## src/rtl/tick_divider.sv

```systemverilog
// tick_divider: multi-channel fractional tick generator.
// Each channel is a phase accumulator: acc advances by inc every clock and
// wraps modulo mod. Every wrap produces a one-cycle tick and toggles a level
// output, so the average tick rate is exactly clk*inc/mod with no drift.
// One configuration write per cycle loads, restarts or disables one channel.
//
// Configuration handshake: i_cfg_valid is a single-cycle strobe with no
// back-pressure. Each cycle it is high, exactly one write is sampled at the
// rising edge. An accepted write takes effect at that edge. A rejected write
// changes no channel state and raises o_cfg_error for the following cycle.
module tick_divider #(
    parameter int channels   = 2,
    parameter int acc_width  = 32,
    parameter int chan_width = (channels > 1) ? $clog2(channels) : 1
) (
    input  logic                  i_clock,
    input  logic                  i_reset,
    input  logic                  i_cfg_valid,
    input  logic [chan_width-1:0] i_cfg_chan,
    input  logic                  i_cfg_en,
    input  logic [acc_width-1:0]  i_cfg_inc,
    input  logic [acc_width-1:0]  i_cfg_mod,
    output logic                  o_cfg_error,
    output logic [channels-1:0]   o_tick,
    output logic [channels-1:0]   o_level,
    output logic [channels-1:0]   o_active
);

    // One-hot channel decode; an index with no matching channel stays all-zero.
    logic [channels-1:0] w_sel;
    logic                w_chan_ok;
    logic                w_params_ok;
    logic                w_write_ok;
    logic [channels-1:0] w_load;
    logic                r_cfg_error;

    // Decode the target channel of the configuration write.
    always_comb begin
        w_sel = '0;
        for (int i = 0; i < channels; i++) begin
            w_sel[i] = (i_cfg_chan == chan_width'(i));
        end
    end

    // A disable is always legal; an enable needs 0 < inc <= mod.
    assign w_chan_ok   = |w_sel;
    assign w_params_ok = !i_cfg_en ||
                         ((i_cfg_mod != '0) && (i_cfg_inc != '0) && (i_cfg_inc <= i_cfg_mod));
    assign w_write_ok  = i_cfg_valid && w_chan_ok && w_params_ok;
    assign w_load      = w_sel & {channels{w_write_ok}};

    // Registered one-cycle error pulse for a rejected write.
    always_ff @(posedge i_clock or posedge i_reset) begin
        if (i_reset) begin
            r_cfg_error <= 1'b0;
        end else begin
            r_cfg_error <= i_cfg_valid && !(w_chan_ok && w_params_ok);
        end
    end

    assign o_cfg_error = r_cfg_error;

    for (genvar g = 0; g < channels; g++) begin : g_chan
        logic [acc_width-1:0] r_acc;
        logic [acc_width-1:0] r_inc;
        logic [acc_width-1:0] r_mod;
        logic                 r_en;
        logic                 r_tick;
        logic                 r_level;
        logic [acc_width:0]   w_sum;
        logic [acc_width-1:0] w_wrapped;
        logic                 w_wrap;

        // The sum is one bit wider so that acc + inc never overflows. When
        // wrapping, the result is below mod, so the modular W-bit
        // subtraction is exact.
        assign w_sum     = {1'b0, r_acc} + {1'b0, r_inc};
        assign w_wrap    = (w_sum >= {1'b0, r_mod});
        assign w_wrapped = r_acc + r_inc - r_mod;

        // Channel state: a write wins over accumulation (phase restart or
        // disable); otherwise an enabled channel accumulates and ticks on wrap.
        always_ff @(posedge i_clock or posedge i_reset) begin
            if (i_reset) begin
                r_acc   <= '0;
                r_inc   <= '0;
                r_mod   <= '0;
                r_en    <= 1'b0;
                r_tick  <= 1'b0;
                r_level <= 1'b0;
            end else if (w_load[g]) begin
                if (i_cfg_en) begin
                    r_inc <= i_cfg_inc;
                    r_mod <= i_cfg_mod;
                end
                r_en    <= i_cfg_en;
                r_acc   <= '0;
                r_tick  <= 1'b0;
                r_level <= 1'b0;
            end else if (r_en) begin
                if (w_wrap) begin
                    r_acc   <= w_wrapped;
                    r_tick  <= 1'b1;
                    r_level <= ~r_level;
                end else begin
                    r_acc   <= w_sum[acc_width-1:0];
                    r_tick  <= 1'b0;
                end
            end else begin
                r_acc  <= '0;
                r_tick <= 1'b0;
            end
        end

        assign o_tick[g]   = r_tick;
        assign o_level[g]  = r_level;
        assign o_active[g] = r_en;
    end

endmodule

```

## config.mk

```make
export PLATFORM = sky130hd
export DESIGN_NAME = tick_divider
export DESIGN_NICKNAME = d
export VERILOG_FILES = /design/src/rtl/tick_divider.sv
export SDC_FILE = /design/constraint.sdc
export NUM_CORES = 1
export LEC_CHECK = 0
export ABC_AREA = 1
export CAP_MARGIN = 20
export CORE_ASPECT_RATIO = 1.5
export CORE_MARGIN = 2
export CORE_UTILIZATION = 45
export CTS_CLUSTER_DIAMETER = 60
export CTS_CLUSTER_SIZE = 40
export DETAILED_ROUTE_END_ITERATION = 6
export GPL_ROUTABILITY_DRIVEN = 1
export PLACE_DENSITY = 0.63
export SETUP_SLACK_MARGIN = 0.4
export SYNTH_ARGS = -nofsm -noshare
export SYNTH_HDL_FRONTEND = slang
export SYNTH_SLANG_ARGS = --single-unit
```

## constraint.sdc

```tcl
create_clock -name i_clock -period 9.2 [get_ports i_clock]
set_input_delay 1.84 -clock i_clock [delete_from_list [all_inputs] [get_ports i_clock]]
set_output_delay 1.84 -clock i_clock [all_outputs]
set_load 0.1 [all_outputs]
```

# [After elaboration in Yosys (flattened, before gate mapping)]
# Index checks and enable logic that the tools add are counted.
[totals] elab_cells=61 register_bits=199 output_inout_bits=7 input_bits=69
[classes] bitwise=4 order_cmp=3 n_reduce_logical=17 n_addsub=6 mux=18
[op_table] op="$mux 32" count=6
[op_table] op="$add 32x32->33" count=2
[op_table] op="$ge 33x32->1" count=2
[op_table] op="$add 32x32->32" count=2
[op_table] op="$reduce_bool 32->1" count=2
[op_table] op="$sub 32x32->32" count=2
[op_table] op="$le 32x32->1" count=1
[op_table] op="$mux 1" count=12
[op_table] op="$reduce_and 2->1" count=4
[op_table] op="$reduce_bool 2->1" count=4
[op_table] op="$logic_and 1x1->1" count=4
[op_table] op="$not 1->1" count=3
[op_table] op="$and 2x2->2" count=1
[op_table] op="$logic_not 1->1" count=2
[op_table] op="$logic_or 1x1->1" count=1

# [Logic depth before layout (Yosys ltp)]
# Gate-level depths: netlist (run 1).
[depth] ltp_word=8 mapped_depth=31 depth_no_buf=30

# [Worst setup path after synthesis (run 1)]
# No wires, ideal clock.
[synth_path] kind="input-to-reg" startpoint="input port i_cfg_mod[19]" endpoint="register g_chan[0].r_acc[10]" n_path_buf=2 setup_slack_ps=5595 stages=20 setup_ps=118 arrival_time_ps=3487 required_time_ps=9082 path_cell_list="inv_1 -> ha_1 -> nand2_1 -> inv_1 -> nand2_1 -> nand2_1 -> nand2_1 -> nand3_1 -> a21oi_1 -> nand2_1 -> nand2_1 -> nand2_1 -> nand2_2 -> nand3_2 -> nand2_2 -> buf_4 -> inv_4 -> buf_4 -> nand3b_1 -> nand2_1"
[synth_between] elab_chain_cells=7 word_cells_on_any_way=8 cone_classes="order compare: 1; mux: 1; bitwise: 1; reduce/logical: 5"
[synth_lines] item="start, declared" line_no="22" source="input logic [acc_width-1:0] i_cfg_mod,"
[synth_lines] item="parallel branches: the longest is 2 deep, another holds $le 32x32->1"
[synth_lines] item="$logic_and 1x1->1 *" line_no="48" source="((i_cfg_mod != '0) && (i_cfg_inc != '0) && (i_cfg_inc <= i_cfg_mod));"
[synth_lines] item="$logic_or 1x1->1 *" line_no="47" source="assign w_params_ok = !i_cfg_en ||"
[synth_lines] item="$logic_and 1x1->1 *" line_no="49" source="assign w_write_ok = i_cfg_valid && w_chan_ok && w_params_ok;"
[synth_lines] item="$and 2x2->2 *" line_no="50" source="assign w_load = w_sel & {channels{w_write_ok}};"
[synth_lines] item="$mux 32 *" line_no="91" source="end else if (w_load[g]) begin"
[synth_lines] item="end signal, assigned" line_no="102" source="r_acc <= w_wrapped;"
[synth_lines] item="end signal, assigned" line_no="106" source="r_acc <= w_sum[acc_width-1:0];"
[synth_lines] item="end, declared" line_no="64" source="logic [acc_width-1:0] r_acc;"
# Mark *: on every way between the ends.
# A chain may end at the register's enable or synchronous reset.

# [Worst setup path after layout (run 1)]
[layout_path] startpoint="register g_chan[1].r_inc[12]" endpoint="register g_chan[1].r_acc[26]"
[layout_between] elab_chain_cells=5 word_cells_on_any_way=7 cone_classes="add/sub: 3; order compare: 1; mux: 3"
[layout_lines] item="start, declared" line_no="65" source="logic [acc_width-1:0] r_inc;"
[layout_lines] item="start signal, assigned" line_no="93" source="r_inc <= i_cfg_inc;"
[layout_lines] item="$add 32x32->32 / $add 32x32->33 (equally long branches)" line_no="79, 77"
[layout_lines] item="$sub 32x32->32 / $ge 33x32->1 (equally long branches)" line_no="79, 78"
[layout_lines] item="$mux 32 *" line_no="101" source="if (w_wrap) begin"
[layout_lines] item="$mux 32 *" line_no="100" source="end else if (r_en) begin"
[layout_lines] item="$mux 32 *" line_no="91"
[layout_lines] item="end signal, assigned" line_no="102"
[layout_lines] item="end signal, assigned" line_no="106"
[layout_lines] item="end, declared" line_no="64"
# Mark *: on every way between the ends. The rest lies on a longest branch, timed or not.

==> flow_metrics.env, run 1 <==
export IMPL_reg2reg_setup_slack_ns=3.95
export IMPL_finClkSkew_ns=0.01134
export IMPL_globalRouteMet3Util=0.02274
export IMPL_cellLeakagePower_nw=11.30
export IMPL_r2r_start="g_chan[1].r_inc[12]"
export IMPL_track_usage=0.2850
export IMPL_drv_cap=0
export IMPL_via_per_inst=5.264
export IMPL_cts_setup_buffers=0
export IMPL_critPathMaxStageDelay_ns=0.88
export IMPL_hold_slack_ns=0.5229
export IMPL_die_area_um2=44970
export IMPL_clock_sinks=199
export IMPL_crit_start="g_chan[1].r_inc[12]"
export IMPL_overflow=0
export IMPL_place_gp_congestion=0.9964
export IMPL_drt_iter0_drc=991
export IMPL_dpl_hpwl_um=53190
export IMPL_top_usage_layer="met2"
export IMPL_fin_setup_tns_ns=0
export IMPL_yosys_top_cells_count="nand2_1, inv_1, ha_1"
export IMPL_cp_slowest_cell="o311ai_0"
export IMPL_crit_required_ns=9.58
export IMPL_clockBufferDepth=2
export IMPL_antenna_found_initial=0
export IMPL_clk_latency_ns=0.46
export IMPL_netlist_area_um2=19470
export IMPL_async_reset_ff_frac=1.000
export IMPL_grt_pass1_wl_um=98500
export IMPL_syn_inst=2701
export IMPL_fin_nets=3107
export IMPL_wl_per_cell_um=18.98
export IMPL_worstPathArrival_ns=5.62
export IMPL_critPathBufInv=0
export IMPL_grt_met2_usage=0.5325
export IMPL_synth_edff_count=0
export IMPL_cts_resized_gates=0
export IMPL_worstPathCellList="ha_1 -> nand2_1 -> o21ai_0 -> a21oi_1 -> o311ai_0 -> xor2_1 -> ha_1 -> a21oi_1 -> nor3_1 -> a211oi_1 -> nand2_1 -> nand2_1 -> nand3_2 -> nor2_4 -> nand2_1 -> o21ai_2"
export IMPL_yosysSeqAreaShare=0.2558
export IMPL_vias=17550
export IMPL_finalMaxSlewViolations=0
export IMPL_row_count=93
export IMPL_p_total_w=0.006953
export IMPL_yosysMostFrequentCell="nand2_1"
export IMPL_tightest_slew_ns=1.055
export IMPL_cp_start_kind="flop"
export IMPL_met1_usage=0.3186
export IMPL_ys_ff_latch=199
export IMPL_p_per_area_nw_per_um2=326.5
export IMPL_max_freq_ghz=0.1907
export IMPL_drive_gt1_frac=0.03040
export IMPL_drt_wl_total_um=63250
export IMPL_status="completed"
export IMPL_firstDrtPassIters=5
export IMPL_path_depth=16
export IMPL_start_util=0.4546
export IMPL_crit_type="flop to flop"
export IMPL_clockRootBuffer="clkbuf_16"
export IMPL_final_period_utilization=0.5701
export IMPL_yosys_cell_types_count=52
export IMPL_final_util=0.4974
export IMPL_num_antenna_cells=0
export IMPL_cts_made_buffers=17
export IMPL_ctsHoldBuffers=0
export IMPL_htreeDepth=4
export IMPL_synth_top_area_frac=0.2558
export IMPL_chipWidth_um=173.8
export IMPL_irDropWorstVdd_uv=240.1
export IMPL_endpoint_kind="flop"
export IMPL_drc=0
export IMPL_worst_path_most_repeated_cell="nand2_1"
export IMPL_yosysWarnings=0
export IMPL_rr_worst_depth=16
export IMPL_synthesis_nets=3058
export IMPL_crit_fanout=31
export IMPL_clk_pin_slew_ns=0.08
export IMPL_cts_tree="built"
export IMPL_yosysTopAreaCell="dfrtp_1"
export IMPL_grt_pass1_vias=18240
export IMPL_timing_rr_end="g_chan[1].r_acc[26]"
export IMPL_grt_max_degree=130
export IMPL_core_area_um2=42820
export IMPL_timing_critical_path_to="g_chan[1].r_acc[26]"
export IMPL_die_y_um=258.7
export IMPL_ys_flop_type="dfrtp_1"
export IMPL_io_pins=76
export IMPL_synth_area_per_cell_um2=7.207
export IMPL_ys_top_cells_by_area="dfrtp_1, ha_1, nand2_1, inv_1, fa_1"
export IMPL_hold_path_class="flop to flop"
export IMPL_area_delta_synth_final_pct=9.410
export IMPL_rsz0062_at_grt="no"
export IMPL_layout_min_cycle_time_ns=5.245
export IMPL_portBuffers=75
export IMPL_finalHoldViolCount=0
export IMPL_crit_family="compound AO/OA/AOI/OAI gates"
export IMPL_ant_nets=0
export IMPL_max_slew_margin_rel=0.2878
export IMPL_setup_violations=0
[layout by cell type, fill, tap and decap left out, drive strengths merged, types with 2 or more instances in the layout]
master	Yosys	final
nand2	587	587
inv	548	554
o21ai	237	237
ha	224	224
nor2	223	223
dfrtp	199	199
a21oi	191	191
nand3	82	82
clkdlybuf4s50	0	75
xor2	68	68
fa	64	64
xnor2	44	44
nand4	41	41
nor3	22	22
nor4	20	20
clkbuf	8	20
o21a	16	16
nand3b	16	16
o21bai	16	16
a21o	15	15
a31oi	9	9
a21boi	7	7
a211oi	6	6
buf	42	5
o211ai	4	4
clkinv	1	4
o221ai	3	3
a221oi	2	2
bufinv	0	2
[routing by layer]
layer  vias up  wire length, um
li1       8716                -
met1      8252            25100
met2       428            32730
met3       149             1753
met4         0             3662
met5         -                0
[power breakdown]
part           leakage (nW)  internal [W]  switching (W)
Combinational          8.45       0.00167        0.00319
Clock                 0.303      0.000433       0.000381
Sequential             2.55       0.00108       0.000199
[how the worst min path moves through the flow]
stage / slack (ns) / to / startpoint / depth (start not counted)
floorplan: 0.46 / g_chan[1].r_level / g_chan[1].r_level / 1
global placement: 0.49 / g_chan[1].r_level / g_chan[1].r_level / 1
detailed placement: 0.51 / g_chan[1].r_level / g_chan[1].r_level / 1
CTS: 0.52 / g_chan[1].r_level / g_chan[1].r_level / 1
global route: 0.55 / g_chan[1].r_inc[20] / g_chan[1].r_inc[20] / 2
finish: 0.52 / g_chan[1].r_inc[20] / g_chan[1].r_inc[20] / 2
[worst register-to-register path: stages (launching register included)]
cell	delay, ns
dfrtp_1	0.43
ha_1	0.40
nand2_1	0.12
o21ai_0	0.28
a21oi_1	0.12
o311ai_0	0.88
xor2_1	0.27
ha_1	0.38
a21oi_1	0.15
nor3_1	0.06
a211oi_1	0.52
nand2_1	0.15
nand2_1	0.10
nand3_2	0.29
nor2_4	0.75
nand2_1	0.19
o21ai_2	0.10
[kinds of logic after synthesis]
| family | synth area share |
|---|---|
| xor+xnor | 0.05039 |
| buf+inv | 0.1223 |
| simple gates | 0.2136 |
| compound gates | 0.1481 |
| flops | 0.2558 |
| fa+ha+maj | 0.2098 |
[through the flow]
step	instances	worst slack (ns)	cell area, um2
floorplan	2701	1.934	19470
CTS	3332	3.999	21280
global route	3333	3.657	21300
detailed placement	3300	3.822	20650
global placement	3300	3.904	20650
finish	3333	3.955	21300
[sequential cells by signal, indices dropped and copies added, names as in the netlist]
name	count
g_chan.r_level	2
g_chan.r_tick	2
g_chan.r_acc	64
o_cfg_error	1
g_chan.r_en	2
g_chan.r_inc	64
g_chan.r_mod	64
[area by class of cell]
class	count	area [um2]
fill	4445	21520
multi-input combinational	1903	12110
timing repair buffer	80	800.8
inverter	549	2071
tap	570	713.2
clock buffer	20	466.7
sequential	199	4980
clock inverter	12	156.4
(Power assumes the default switching activity.)
==> run 2, diff against run 1 <==
--- a/config.mk
+++ b/config.mk
@@ -14,7 +14,7 @@
 export CTS_CLUSTER_SIZE = 40
 export DETAILED_ROUTE_END_ITERATION = 6
 export GPL_ROUTABILITY_DRIVEN = 1
-export PLACE_DENSITY = 0.63
+export PLACE_DENSITY = 0.65
 export SETUP_SLACK_MARGIN = 0.4
 export SYNTH_ARGS = -nofsm -noshare
 export SYNTH_HDL_FRONTEND = slang
==> constraint.sdc (replaced) <==
create_clock -name i_clock -period 4.8 [get_ports i_clock]
set_input_delay 0.96 -clock i_clock [delete_from_list [all_inputs] [get_ports i_clock]]
set_output_delay 0.96 -clock i_clock [all_outputs]
set_load 0.1 [all_outputs]
==> run 2 against run 1 <==
Net effect:
- global-route usage grew 1.1 points
- via count rose by 1.9%
- flip-flop and latch count unchanged
- sequential share of layout area decreased by 0.63 points
- combinational power increased by 100%
- final area is 2.8% higher
- first-iteration DRC count is 3.2% lower
- register-to-register slack got worse by 3.4 ns
- sequential power rose by 93%
- wire length up 6.1%
- largest cell class unchanged
- largest power group unchanged
==> flow_metrics.env, run 2 (synthesis results as in run 1) <==
export IMPL_grt_pass1_wl_um=101100
export IMPL_p_total_w=0.01376
export IMPL_worst_path_most_repeated_cell="nand2_1"
export IMPL_hold_path_class="flop to flop"
export IMPL_place_ws_ns=0.4056
export IMPL_portBuffers=75
export IMPL_rsz0062_at_grt="no"
export IMPL_layout_setup_ws_ns=0.5712
export IMPL_wl_per_cell_um=19.84
export IMPL_drt_iter0_drc=959
export IMPL_setup_violations=0
export IMPL_chipWidth_um=173.8
export IMPL_max_slew_margin_rel=0.3270
export IMPL_top_regs="g_chan.r_acc: 64 flops, g_chan.r_inc: 64 flops, g_chan.r_mod: 64 flops"
export IMPL_via_per_inst=5.289
export IMPL_cellLeakagePower_nw=11.58
export IMPL_crit_fanout=8
export IMPL_clk_latency_ns=0.47
export IMPL_ant_nets=0
export IMPL_area_delta_synth_final_pct=12.45
export IMPL_r2r_start="g_chan[0].r_inc[0]"
export IMPL_io_pins=76
export IMPL_irDropWorstVdd_uv=415.9
export IMPL_fin_nets=3155
export IMPL_endpoint_kind="flop"
export IMPL_n_fill_cell=4389
export IMPL_finalMaxSlewViolations=0
export IMPL_fin_setup_tns_ns=0
export IMPL_cp_start_kind="flop"
export IMPL_clk_pin_slew_ns=0.09
export IMPL_num_antenna_cells=0
export IMPL_timing_critical_path_to="g_chan[0].r_acc[19]"
export IMPL_crit_start="g_chan[0].r_inc[0]"
export IMPL_hold_slack_ns=0.4915
export IMPL_crit_required_ns=5.20
export IMPL_core_area_um2=42820
export IMPL_die_area_um2=44970
export IMPL_dpl_hpwl_um=55860
export IMPL_cp_slowest_cell="dfrtp_1"
export IMPL_drc=0
export IMPL_mostFrequentLayoutCells="nand2_1, inv_1, ha_1, nor2_1, dfrtp_1"
export IMPL_mostFrequentLayoutCell="nand2_1"
export IMPL_final_period_utilization=0.8810
export IMPL_finalHoldViolCount=0
export IMPL_clock_sinks=199
export IMPL_drt_wl_total_um=67080
export IMPL_timing_rr_end="g_chan[0].r_acc[19]"
export IMPL_row_count=93
export IMPL_clockBufferDepth=2
export IMPL_clockRootBuffer="clkbuf_16"
export IMPL_die_y_um=258.7
export IMPL_critPathMaxStageDelay_ns=0.37
export IMPL_layout_min_cycle_time_ns=4.229
export IMPL_htreeDepth=4
export IMPL_crit_type="flop to flop"
export IMPL_worstPathCellList="ha_2 -> inv_1 -> fa_2 -> nand3b_1 -> nand2_2 -> a21oi_4 -> o21bai_1 -> nand2_1 -> o211ai_1 -> xor2_1 -> ha_1 -> a21oi_1 -> nor2_1 -> a211oi_2 -> nand2_1 -> nand2_1 -> nand2_1 -> nand2_2 -> nand2_4 -> nor2_4 -> clkbuf_16 -> nand2_1 -> nand2_1"
export IMPL_grt_max_degree=102
export IMPL_finClkSkew_ns=0.01681
export IMPL_status="completed"
export IMPL_firstDrtPassIters=7
export IMPL_placedCellCount=3334
export IMPL_overflow=0
export IMPL_max_freq_ghz=0.2365
export IMPL_drv_cap=0
export IMPL_grt_pass1_vias=18270
export IMPL_start_util=0.4546
export IMPL_rr_worst_depth=23
export IMPL_tightest_slew_ns=1.006
export IMPL_reg2reg_setup_slack_ns=0.57
export IMPL_worstPathArrival_ns=4.63
export IMPL_cts_tree="built"
export IMPL_p_per_area_nw_per_um2=628.6
export IMPL_final_cells=3381
export IMPL_antenna_found_initial=0
export IMPL_hp_start="g_chan[1].r_level"
export IMPL_cts_made_buffers=17
export IMPL_track_usage=0.2955
export IMPL_vias=17880
export IMPL_place_gp_congestion=0.9683
export IMPL_drive_gt1_frac=0.05621
-- run 2: per-layer routing --
layer  vias up  GRT usage  wire [um]
met5         -          0          0
met4         0     0.1550       3853
met3       152    0.01995       2070
met2       446     0.5510      34970
met1      8456     0.3372      26190
li1       8827          -          -
-- run 2: area by class of cell --
cell class / instances / area (um2) / area share
Clock inverter: 14 / 132.6 / 0.006059
Clock buffer: 18 / 439.2 / 0.02006
Sequential cell: 199 / 4980 / 0.2275
Timing Repair Buffer: 128 / 1336 / 0.06105
Inverter: 549 / 2067 / 0.09443
Multi-Input combinational cell: 1903 / 12220 / 0.5583
Tap cell: 570 / 713.2 / 0.03258
-- run 2: worst max-delay path, delay by kind of cell, from the launching register on --
| kind | cells | cell delay (ns) |
|---|---|---|
| AOI/OAI and AO/OA | 5 | 1.13 |
| xor gates and xnor gates | 1 | 0.27 |
| adders and majority gates | 3 | 0.81 |
| buffers and inverters | 2 | 0.28 |
| DFF | 1 | 0.37 |
| and+or+nand+nor | 12 | 1.26 |
-- run 2: worst min-delay path by stage --
stage / slack [ns] / endpoint / cells after the start
3_5_place_dp: 0.48 / g_chan[1].r_level / 1
2_1_floorplan: 0.46 / g_chan[1].r_level / 1
3_3_place_gp: 0.47 / g_chan[1].r_level / 1
6_report: 0.49 / g_chan[1].r_level / 1
5_1_grt: 0.52 / g_chan[1].r_level / 1
4_1_cts: 0.49 / g_chan[1].r_level / 1
-- run 2: metrics by stage --
step,cell area (um2),util
after floorplan,19470,-
after global placement,21010,0.4906
after detailed placement,21010,0.4906
after CTS,21580,0.5039
after global routing,21890,0.5112
final,21890,0.5112
-- run 2: what timing repair did --
action,in CTS,in global routing
resized for setup,1,33
pin swaps,0,11
hold buffers,0,0
endpoints found under the setup margin,3,67
gates cloned,0,5
setup buffers,0,10
-- run 2: power breakdown --
part,switching (W),total [W],internal (W)
clock network,0.000756,0.00146,0.000702
registers,0.000400,0.00247,0.00207
logic,0.00628,0.00983,0.00355
==> run 3, diff against run 2 <==
--- a/config.mk
+++ b/config.mk
@@ -7,14 +7,16 @@
 export LEC_CHECK = 0
 export ABC_AREA = 1
 export CAP_MARGIN = 20
+export CELL_PAD_IN_SITES_DETAIL_PLACEMENT = 1
+export CELL_PAD_IN_SITES_GLOBAL_PLACEMENT = 1
 export CORE_ASPECT_RATIO = 1.5
 export CORE_MARGIN = 2
-export CORE_UTILIZATION = 45
+export CORE_UTILIZATION = 42
 export CTS_CLUSTER_DIAMETER = 60
 export CTS_CLUSTER_SIZE = 40
 export DETAILED_ROUTE_END_ITERATION = 6
 export GPL_ROUTABILITY_DRIVEN = 1
-export PLACE_DENSITY = 0.65
+export PLACE_DENSITY_LB_ADDON = 0.05
 export SETUP_SLACK_MARGIN = 0.4
 export SYNTH_ARGS = -nofsm -noshare
 export SYNTH_HDL_FRONTEND = slang
==> run 3 against run 2 <==
Net effect:
- sequential share of layout area shrank 0.11 points
- register-to-register slack lost 0.08 ns
- critical endpoint is now g_chan[0].r_acc[0]
- fmax is 1.7% lower
- die area rose by 7.0%
- cell count is 0.47% higher
- largest power group unchanged
- combinational power about the same
- via count is 0.32% higher
==> flow_metrics.env, run 3 (synthesis results as in run 1) <==
export IMPL_status="completed"
export IMPL_drt_iter0_drc=648
export IMPL_die_area_um2=48120
export IMPL_drv_cap=0
export IMPL_antenna_found_initial=0
export IMPL_portBuffers=75
export IMPL_cellLeakagePower_nw=11.57
export IMPL_grt_pass1_vias=19610
export IMPL_overflow=0
export IMPL_rr_worst_depth=23
export IMPL_clock_sinks=199
export IMPL_p_per_area_nw_per_um2=636.6
export IMPL_final_period_utilization=0.8967
export IMPL_n_fill_cell=5896
export IMPL_critPathMaxStageDelay_ns=0.44
export IMPL_final_util=0.4807
export IMPL_irDropWorstVdd_uv=375.6
export IMPL_final_cells=3397
export IMPL_cp_slowest_cell="dfrtp_1"
export IMPL_worstPathArrival_ns=4.72
export IMPL_pwr_share_clk=0.104
export IMPL_cts_made_buffers=17
export IMPL_top_regs="g_chan.r_acc: 64 flops, g_chan.r_inc: 64 flops, g_chan.r_mod: 64 flops"
export IMPL_finalMaxSlewViolations=0
export IMPL_layout_setup_ws_ns=0.4960
export IMPL_placedCellCount=3342
export IMPL_via_per_inst=5.281
export IMPL_pwr_share_seq=0.178
export IMPL_clk_latency_ns=0.47
export IMPL_dpl_hpwl_um=60170
export IMPL_max_slew_margin_rel=0.3374
export IMPL_crit_required_ns=5.21
export IMPL_fin_nets=3154
export IMPL_clockBufferDepth=2
export IMPL_num_antenna_cells=0
export IMPL_crit_fanout=15
export IMPL_io_pins=76
export IMPL_crit_family="simple AND/OR/NAND/NOR gates"
export IMPL_chipWidth_um=179.8
export IMPL_firstDrtPassIters=5
export IMPL_drive_gt1_frac=0.06088
export IMPL_clockRootBuffer="clkbuf_16"
export IMPL_ant_nets=0
export IMPL_track_usage=0.2953
export IMPL_min_delay_path_depth=1
export IMPL_layout_min_cycle_time_ns=4.304
export IMPL_htreeDepth=4
export IMPL_drt_wl_total_um=71960
export IMPL_clk_pin_slew_ns=0.09
export IMPL_crit_type="flop to flop"
export IMPL_swShare=0.5428
export IMPL_row_count=96
export IMPL_tightest_slew_ns=0.9908
export IMPL_rsz0062_at_grt="no"
export IMPL_finClkSkew_ns=0.01861
export IMPL_wl_per_cell_um=21.18
export IMPL_mostFrequentLayoutCells="nand2_1, inv_1, nor2_1, ha_1, dfrtp_1"
export IMPL_critPathBufInv=3
export IMPL_cell_internal_pwr_w=0.006404
export IMPL_combPwrFrac=0.718
export IMPL_finalHoldViolCount=0
export IMPL_grt_max_degree=158
export IMPL_core_area_um2=45760
export IMPL_fin_setup_tns_ns=0
export IMPL_setup_violations=0
export IMPL_path_depth=23
export IMPL_worst_path_most_repeated_cell="nand2_1"
export IMPL_hold_path_class="flop to flop"
export IMPL_die_y_um=267.7
export IMPL_place_ws_ns=0.2850
export IMPL_p_switching_w=0.007601
export IMPL_vias=17940
export IMPL_endpoint_kind="flop"
export IMPL_drc=0
export IMPL_worstPathCellList="ha_2 -> nand2_1 -> nor2_1 -> nand2_1 -> nor4_2 -> nand2_1 -> o211ai_1 -> xor2_1 -> ha_1 -> a21oi_1 -> nor2_1 -> a211oi_2 -> buf_4 -> nand2_1 -> nand2_1 -> nand2_1 -> nand2_4 -> nand2_4 -> nor2_4 -> buf_12 -> clkbuf_16 -> nand2_1 -> nand2_1"
export IMPL_grt_pass1_wl_um=108600
export IMPL_cts_tree="built"
export IMPL_hold_slack_ns=0.5050
export IMPL_place_gp_congestion=1.018
export IMPL_cp_start_kind="flop"
export IMPL_mostFrequentLayoutCell="nand2_1"
export IMPL_area_delta_synth_final_pct=13.02
export IMPL_max_freq_ghz=0.2323
export IMPL_start_util=0.4254
[run 3: cell type report]
type | count | area [um2] | area share
Tap cell | 588 | 735.7 | 0.03344
Clock inverter | 14 | 141.4 | 0.006427
Inverter | 549 | 2067 | 0.09395
Multi-Input combinational cell | 1904 | 12330 | 0.5604
Timing Repair Buffer | 126 | 1320 | 0.06000
Sequential cell | 199 | 4981 | 0.2264
Clock buffer | 17 | 425.4 | 0.01934
[run 3: power groups by stage]
stage                     combinational [W]  sequential, W  clock (W)
after floorplan                     0.00684        0.00232          0
after global placement              0.00932        0.00248          0
after detailed placement            0.00954        0.00250          0
after CTS                           0.00966        0.00247    0.00150
after global routing                 0.0113        0.00253    0.00156
final                                0.0101        0.00249    0.00146
[run 3: worst paths after layout]
check / startpoint / to / slack (ns)
worst max register to register: g_chan[0].r_inc[18] / g_chan[0].r_acc[0] / 0.50
worst max-delay path: g_chan[0].r_inc[18] / g_chan[0].r_acc[0] / 0.50
max in group asynchronous: i_reset / g_chan[0].r_mod[2] / 2.94
worst min-delay path: g_chan[1].r_level / g_chan[1].r_level / 0.51
worst min register to register: g_chan[1].r_level / g_chan[1].r_level / 0.51
min in group asynchronous: i_reset / g_chan[1].r_mod[27] / 0.75
[run 3: metrics by stage]
step                      total power [W]  area, um2
final                             0.01400      22000
after global routing              0.01534      22000
after CTS                         0.01363      21540
after detailed placement          0.01204      20930
after global placement            0.01179      20930
after floorplan                  0.009156      19470
[run 3: layer usage]
metal	global-route usage	routed length, um	part of all wire	vias up
li1	-	-	-	8803
met1	0.3231	28060	0.39	8746
met2	0.5622	38270	0.53	228
met3	0.01754	927	0.013	162
met4	0.1703	4703	0.065	0
met5	0	0	0	-
[run 3: what timing repair did]
| action | CTS | global route |
|---|---|---|
| cloned | 0 | 6 |
| setup endpoints to repair | 27 | 67 |
| pin swaps | 1 | 18 |
| gates resized for setup | 2 | 49 |
| buffers inserted | 3 | 15 |
| hold buffers | 0 | 0 |
